<file path="config.mk">
export PLATFORM = sky130hd
export DESIGN_NAME = mmio_uart_tx
export DESIGN_NICKNAME = d
export VERILOG_FILES = /design/src/rtl/mmio_uart_tx.sv
export SDC_FILE = /design/constraint.sdc
export NUM_CORES = 1
export LEC_CHECK = 0
export BUFFER_PORTS_ARGS = -buffer_cell sky130_fd_sc_hd__buf_2
export CORE_MARGIN = 4
export CORE_UTILIZATION = 45
export CTS_CLUSTER_DIAMETER = 40
export DETAILED_ROUTE_END_ITERATION = 10
export MAX_ROUTING_LAYER = met4
export PLACE_DENSITY = 0.73
export SLEW_MARGIN = 5
export SYNTH_ARGS = -nofsm -noshare
export SYNTH_HDL_FRONTEND = slang
export SYNTH_SLANG_ARGS = --single-unit
</file>
<file path="constraint.sdc">
create_clock -name clk -period 3.57 [get_ports clk]
set_input_delay 0.357 -clock clk [delete_from_list [all_inputs] [get_ports clk]]
set_output_delay 0.357 -clock clk [all_outputs]
set_load 0.02 [all_outputs]
</file>
<file path="src/rtl/mmio_uart_tx.sv">
// mmio_uart_tx: memory-mapped 8N1 UART transmitter.
// Stores to TXDATA queue bytes in a small FIFO; a serial engine sends them
// LSB first. STATUS reports {ovf, active, empty, full} for firmware polling.
module mmio_uart_tx #(
    parameter logic [31:0] BASE_ADDR    = 32'h0000_0100,
    parameter int          CLKS_PER_BIT = 4,
    parameter int          FIFO_DEPTH   = 4
) (
    input  logic        clk,
    input  logic        rst,
    input  logic        we,
    input  logic [31:0] addr,
    input  logic [31:0] wd,
    output logic [31:0] rd,
    output logic        tx
);
    localparam int PW = $clog2(FIFO_DEPTH);
    localparam int CW = PW + 1;
    localparam int BW = $clog2(CLKS_PER_BIT);
    localparam logic [CW-1:0] FULL_COUNT  = CW'(FIFO_DEPTH);
    localparam logic [BW-1:0] BCNT_LAST   = BW'(CLKS_PER_BIT - 1);
    localparam logic [31:0]   STATUS_ADDR = BASE_ADDR + 32'd4;

    typedef enum logic [1:0] {IDLE, START, DATA, STOP} state_t;

    state_t        state, state_n;
    logic [7:0]    mem [FIFO_DEPTH];
    logic [PW-1:0] wptr, rptr;
    logic [CW-1:0] count;
    logic          ovf;
    logic [BW-1:0] bcnt, bcnt_n;
    logic [2:0]    bidx, bidx_n;
    logic [7:0]    shift, shift_n;
    logic          tx_n;
    logic          sel_data, sel_stat, full, empty;
    logic          push_req, push, pop, bend;
    logic          unused_ok;

    // Only the low byte and the ovf-clear bit of the store data matter.
    assign unused_ok = &{1'b0, wd[31:8]};

    assign sel_data = (addr == BASE_ADDR);
    assign sel_stat = (addr == STATUS_ADDR);
    assign full     = (count == FULL_COUNT);
    assign empty    = (count == '0);
    assign bend     = (bcnt == BCNT_LAST);
    assign push_req = we && sel_data;
    // A pop in the same cycle frees a slot, so a full FIFO can still accept.
    assign push     = push_req && (!full || pop);

    // Load path: STATUS is visible combinationally, everything else reads zero.
    always_comb begin
        rd = '0;
        if (sel_stat) begin
            rd = {28'b0, ovf, (state != IDLE), empty, full};
        end
    end

    // FIFO storage; entries need no reset because count gates their use.
    always_ff @(posedge clk) begin
        if (push) begin
            mem[wptr] <= wd[7:0];
        end
    end

    // FIFO pointers and occupancy; pointers wrap naturally at the depth.
    always_ff @(posedge clk) begin
        if (!rst) begin
            wptr  <= '0;
            rptr  <= '0;
            count <= '0;
        end else begin
            if (push) wptr <= wptr + 1'b1;
            if (pop)  rptr <= rptr + 1'b1;
            case ({push, pop})
                2'b10:   count <= count + 1'b1;
                2'b01:   count <= count - 1'b1;
                default: count <= count;
            endcase
        end
    end

    // Sticky overflow flag: set by a dropped store, cleared by STATUS bit 3.
    always_ff @(posedge clk) begin
        if (!rst) begin
            ovf <= 1'b0;
        end else if (push_req && !push) begin
            ovf <= 1'b1;
        end else if (we && sel_stat && wd[3]) begin
            ovf <= 1'b0;
        end
    end

    // Serial engine registers, including the registered tx line.
    always_ff @(posedge clk) begin
        if (!rst) begin
            state <= IDLE;
            bcnt  <= '0;
            bidx  <= '0;
            shift <= '0;
            tx    <= 1'b1;
        end else begin
            state <= state_n;
            bcnt  <= bcnt_n;
            bidx  <= bidx_n;
            shift <= shift_n;
            tx    <= tx_n;
        end
    end

    // Next-state logic; pop uses the registered count, so a byte pushed this
    // cycle is not seen by the engine until the following cycle.
    always_comb begin
        state_n = state;
        bcnt_n  = bcnt;
        bidx_n  = bidx;
        shift_n = shift;
        pop     = 1'b0;
        case (state)
            IDLE: begin
                if (!empty) begin
                    pop     = 1'b1;
                    shift_n = mem[rptr];
                    bcnt_n  = '0;
                    state_n = START;
                end
            end
            START: begin
                if (bend) begin
                    bcnt_n  = '0;
                    bidx_n  = '0;
                    state_n = DATA;
                end else begin
                    bcnt_n = bcnt + 1'b1;
                end
            end
            DATA: begin
                if (bend) begin
                    bcnt_n  = '0;
                    shift_n = {1'b0, shift[7:1]};
                    if (bidx == 3'd7) begin
                        state_n = STOP;
                    end else begin
                        bidx_n = bidx + 1'b1;
                    end
                end else begin
                    bcnt_n = bcnt + 1'b1;
                end
            end
            STOP: begin
                if (bend) begin
                    bcnt_n = '0;
                    if (!empty) begin
                        pop     = 1'b1;
                        shift_n = mem[rptr];
                        state_n = START;
                    end else begin
                        state_n = IDLE;
                    end
                end else begin
                    bcnt_n = bcnt + 1'b1;
                end
            end
            default: state_n = IDLE;
        endcase

        case (state_n)
            START:   tx_n = 1'b0;
            DATA:    tx_n = shift_n[0];
            default: tx_n = 1'b1;
        endcase
    end
endmodule

</file>
==> impl_results.md <==
- Final Core Density: 0.527
- Die Wd: approximately 89 um
- Post-synth EDFFs: 32
- Yosys cell types: 48
- Top achievable clock speed: 366 MHz
- CP bufs+invs: 0
- Clock tree root buffer cell: clkbuf_8
- Async set-reset flop share out of synthesis: 0
- Endpoint, Worst Hold: mem[0][7]
- Main flop type after synthesis: edfxtp_1
- Post-route cell area: approximately 0.0034 mm^2
- # setup viols final: 0
- Post-CTS resize count: 0
- Worst Hold Launch: wd[7]
- Kind of critical path: register to register
- Gpl congestion: between 0.7 and 0.8
- P_leak: 1.28 nW
- CP Capture Type: register
- Net Switching: ~330 uW
- CTS tree: built
- Syn Inst Count: 266
- Vias per inst: about 5.2
- Worst Skew: just over 0.007 ns
- Nets: 395
- DP Area: 0.00316 mm^2
- Worst R2R End: mem[0][3]
- Tmin final: approximately 2.7 ns
- Initial antenna violation count: 0
- Largest net degree at the start of global routing: 25
- Synthesis-to-finish area growth: 13.3%
- Worst R2R Setup Slack: roughly 0.84 ns
- Htree depth: 3
- CP max stage delay: 0.49 ns
- Seq/Total Area, Yosys: 0.499
- Core footprint: around 0.0064 mm^2
- Clock sink total: a little under 60
- Diodes inserted: 0
- Final Cycle Share: 0.764
- First-pass GRT wire length: approximately 9000 um
- Worst-Skew Late Latency: about 0.33 ns
- Via Count: between 2,000 and 2,500
- Internal power: between 1 and 1.5 mW
- Worst reg2reg path depth: 5
- RR Startpoint: bcnt[0]
- Chip height: slightly below 90 um
- Fraction of layout cells with a size suffix above 1: 0.235
- Comb pwr share: 0.068
- Placed cell count: ~380
- Mapped cell area: between 0.002 and 0.003 mm^2
- Site Rows: 29
- Routed Antenna Nets: 0
- Clock power frac: 0.443
- Buffers on Ports: 47
- Cts hold-fix bufs: 0
- Post-route insts no fill: slightly below 400
- CTS buffer count: 9
- Power Density: about 430 mW/mm^2
- Final hold vios: 0
- Mapped Avg Cell Area: 11.2 um^2
- Routed length per instance: around 14 um
- Worst-path fanout max: 15
- Crit path DAT: 2.71 ns
- Status: finished, final reports clean
- Final wirelength: 5450 um
- Postcts setup bufs: 0
- CP top delay family: simple AND/OR/NAND/NOR gates
- Pre-Repair DR Iteration Count: 4
- Post-DP HPWL: 3940 um
- Worst hold path cell count: 1
- CP Cell Sequence: ha_1 > a21oi_2 > or3_4 > a2111oi_4 > and2_1
- DR DRC count: 0
- VDD IR max: approximately 280 uV
- Clock Tree Buf Depth: 2
- Grt total ovfl: 0
- Slew Limit Fails: 0
- Slowest CP cell: ha_1
- Unrepaired setup endpoints after global routing: no
- Initial cell density of the core: 0.465
- Vias in the first global route: 1,991
- #FFs+latches synth: between 50 and 60
- Sw Ratio: 0.226
- Global Route Usage Sum: 0.150
- Sequential power share: 0.488
- Worst-Margin Slew: roughly 0.76 ns
- Hold Crit Class: input port to register
- Number of synthesis warnings: 0
- Worst hold slack: around 0.24 ns
- Max_slew headroom: 0.485
- 1st-iter DRT viols: roughly 120
- Setup_tns: 0 ns
- Type of origin of the critical path: register
- Die area: 0.00797 mm^2
- Critical Path RT: ~3.6 ns
- Max Cap Violations: 0
- Io pins: 100
- Worst-path clk slew: 0.07 ns
[how the worst max path moves through the flow]
stage                   from   endpoint  slack (ns)  cells past startpoint
finish               bcnt[0]  mem[0][3]        0.84                      5
CTS                  bcnt[0]  mem[1][7]        0.82                      5
global route         bcnt[0]   count[2]        0.61                      8
global placement     bcnt[0]  mem[0][2]        0.87                      5
floorplan           state[1]  mem[0][0]        1.34                      5
detailed placement   bcnt[0]  mem[0][5]        0.84                      5
[kinds of logic (layout without fill, tap and decap cells)]
kind of cell / after synthesis / in the layout / share of synthesized area
adders and majority gates: 13 / 13 / 0.0573
and+or+nand+nor: 89 / 89 / 0.161
other: 1 / 28 / 0.00126
AOI/OAI and AO/OA: 45 / 45 / 0.105
buffers and inverters: 45 / 71 / 0.0935
xor gates and xnor gates: 3 / 3 / 0.00884
muxes: 12 / 12 / 0.0741
DFF: 58 / 58 / 0.499
[Yosys cell counts (2+ instances only)]
master / count / share of area
nor2b_1: 5 / 0.011
edfxtp_1: 32 / 0.32
and3_1: 2 / 0.0042
mux2i_1: 4 / 0.013
nand2_1: 31 / 0.039
ha_1: 12 / 0.051
nand2b_1: 3 / 0.0063
a21boi_0: 6 / 0.015
dfxtp_1: 26 / 0.18
buf_4: 28 / 0.071
mux4_2: 8 / 0.061
buf_2: 3 / 0.0051
o31ai_1: 2 / 0.0051
o21ai_0: 9 / 0.015
o22ai_1: 2 / 0.0042
nand4_1: 5 / 0.011
and2_1: 12 / 0.025
nand4b_1: 2 / 0.0059
nor2_1: 10 / 0.013
clkbuf_1: 4 / 0.0051
nor4_1: 8 / 0.017
a21oi_1: 13 / 0.022
xnor2_1: 3 / 0.0088
nor3_1: 4 / 0.0067
inv_1: 9 / 0.011
[final cells by class]
class / count / area [um^2]
clock buffers: 9 / 124
clock inverters: 6 / 82.6
fillers: 568 / 3020
inverters: 9 / 33.8
repair buffers: 47 / 235
flip-flops and latches: 58 / 1480
well taps: 77 / 96.3
multi-input cells: 190 / 1310
[layer usage]
metal  wire length (um)  GRT usage
met4                 36     0.0528
met2               2880      0.253
met3                284     0.0359
met5                  0          -
met1               2240      0.175
[registers in the layout, indices dropped and copies added (netlist names), named ones only]
| register | flops |
|---|---|
| state | 2 |
| rptr | 2 |
| wptr | 2 |
| count | 3 |
| shift | 8 |
| mem | 32 |
| bidx | 3 |
| ovf | 1 |
| tx | 1 |
| bcnt | 2 |
[cell usage in the layout, fill, tap and decap left out, types with 2 or more instances in the layout]
cell,count
a21boi_0,6
a21oi_1,13
and2_1,12
and3_1,2
buf_2,47
bufinv_16,2
clkbuf_8,9
clkinv_1,2
clkinvlp_4,2
conb_1,28
dfxtp_1,26
edfxtp_1,32
ha_1,12
inv_1,9
mux2i_1,4
mux4_2,8
nand2_1,31
nand2b_1,3
nand4_1,5
nand4b_1,2
nor2_1,10
nor2b_1,5
nor3_1,4
nor4_1,8
o21ai_0,9
o22ai_1,2
o31ai_1,2
xnor2_1,3
[stage by stage]
step | total power [mW] | worst slack, ns
finish | 1.45 | 0.841
global route | 1.51 | 0.610
CTS | 1.46 | 0.823
detailed placement | 0.821 | 0.843
global placement | 0.819 | 0.869
floorplan | 0.808 | 1.34
[power groups by stage]
stage	Combinational, mW	Sequential, mW	Clock (mW)
6_report	0.0993	0.708	0.643
5_1_grt	0.112	0.708	0.692
4_1_cts	0.0989	0.708	0.655
3_5_place_dp	0.0987	0.722	0
3_3_place_gp	0.0967	0.722	0
2_1_floorplan	0.0837	0.724	0
Power figures use the tool's default switching activity.
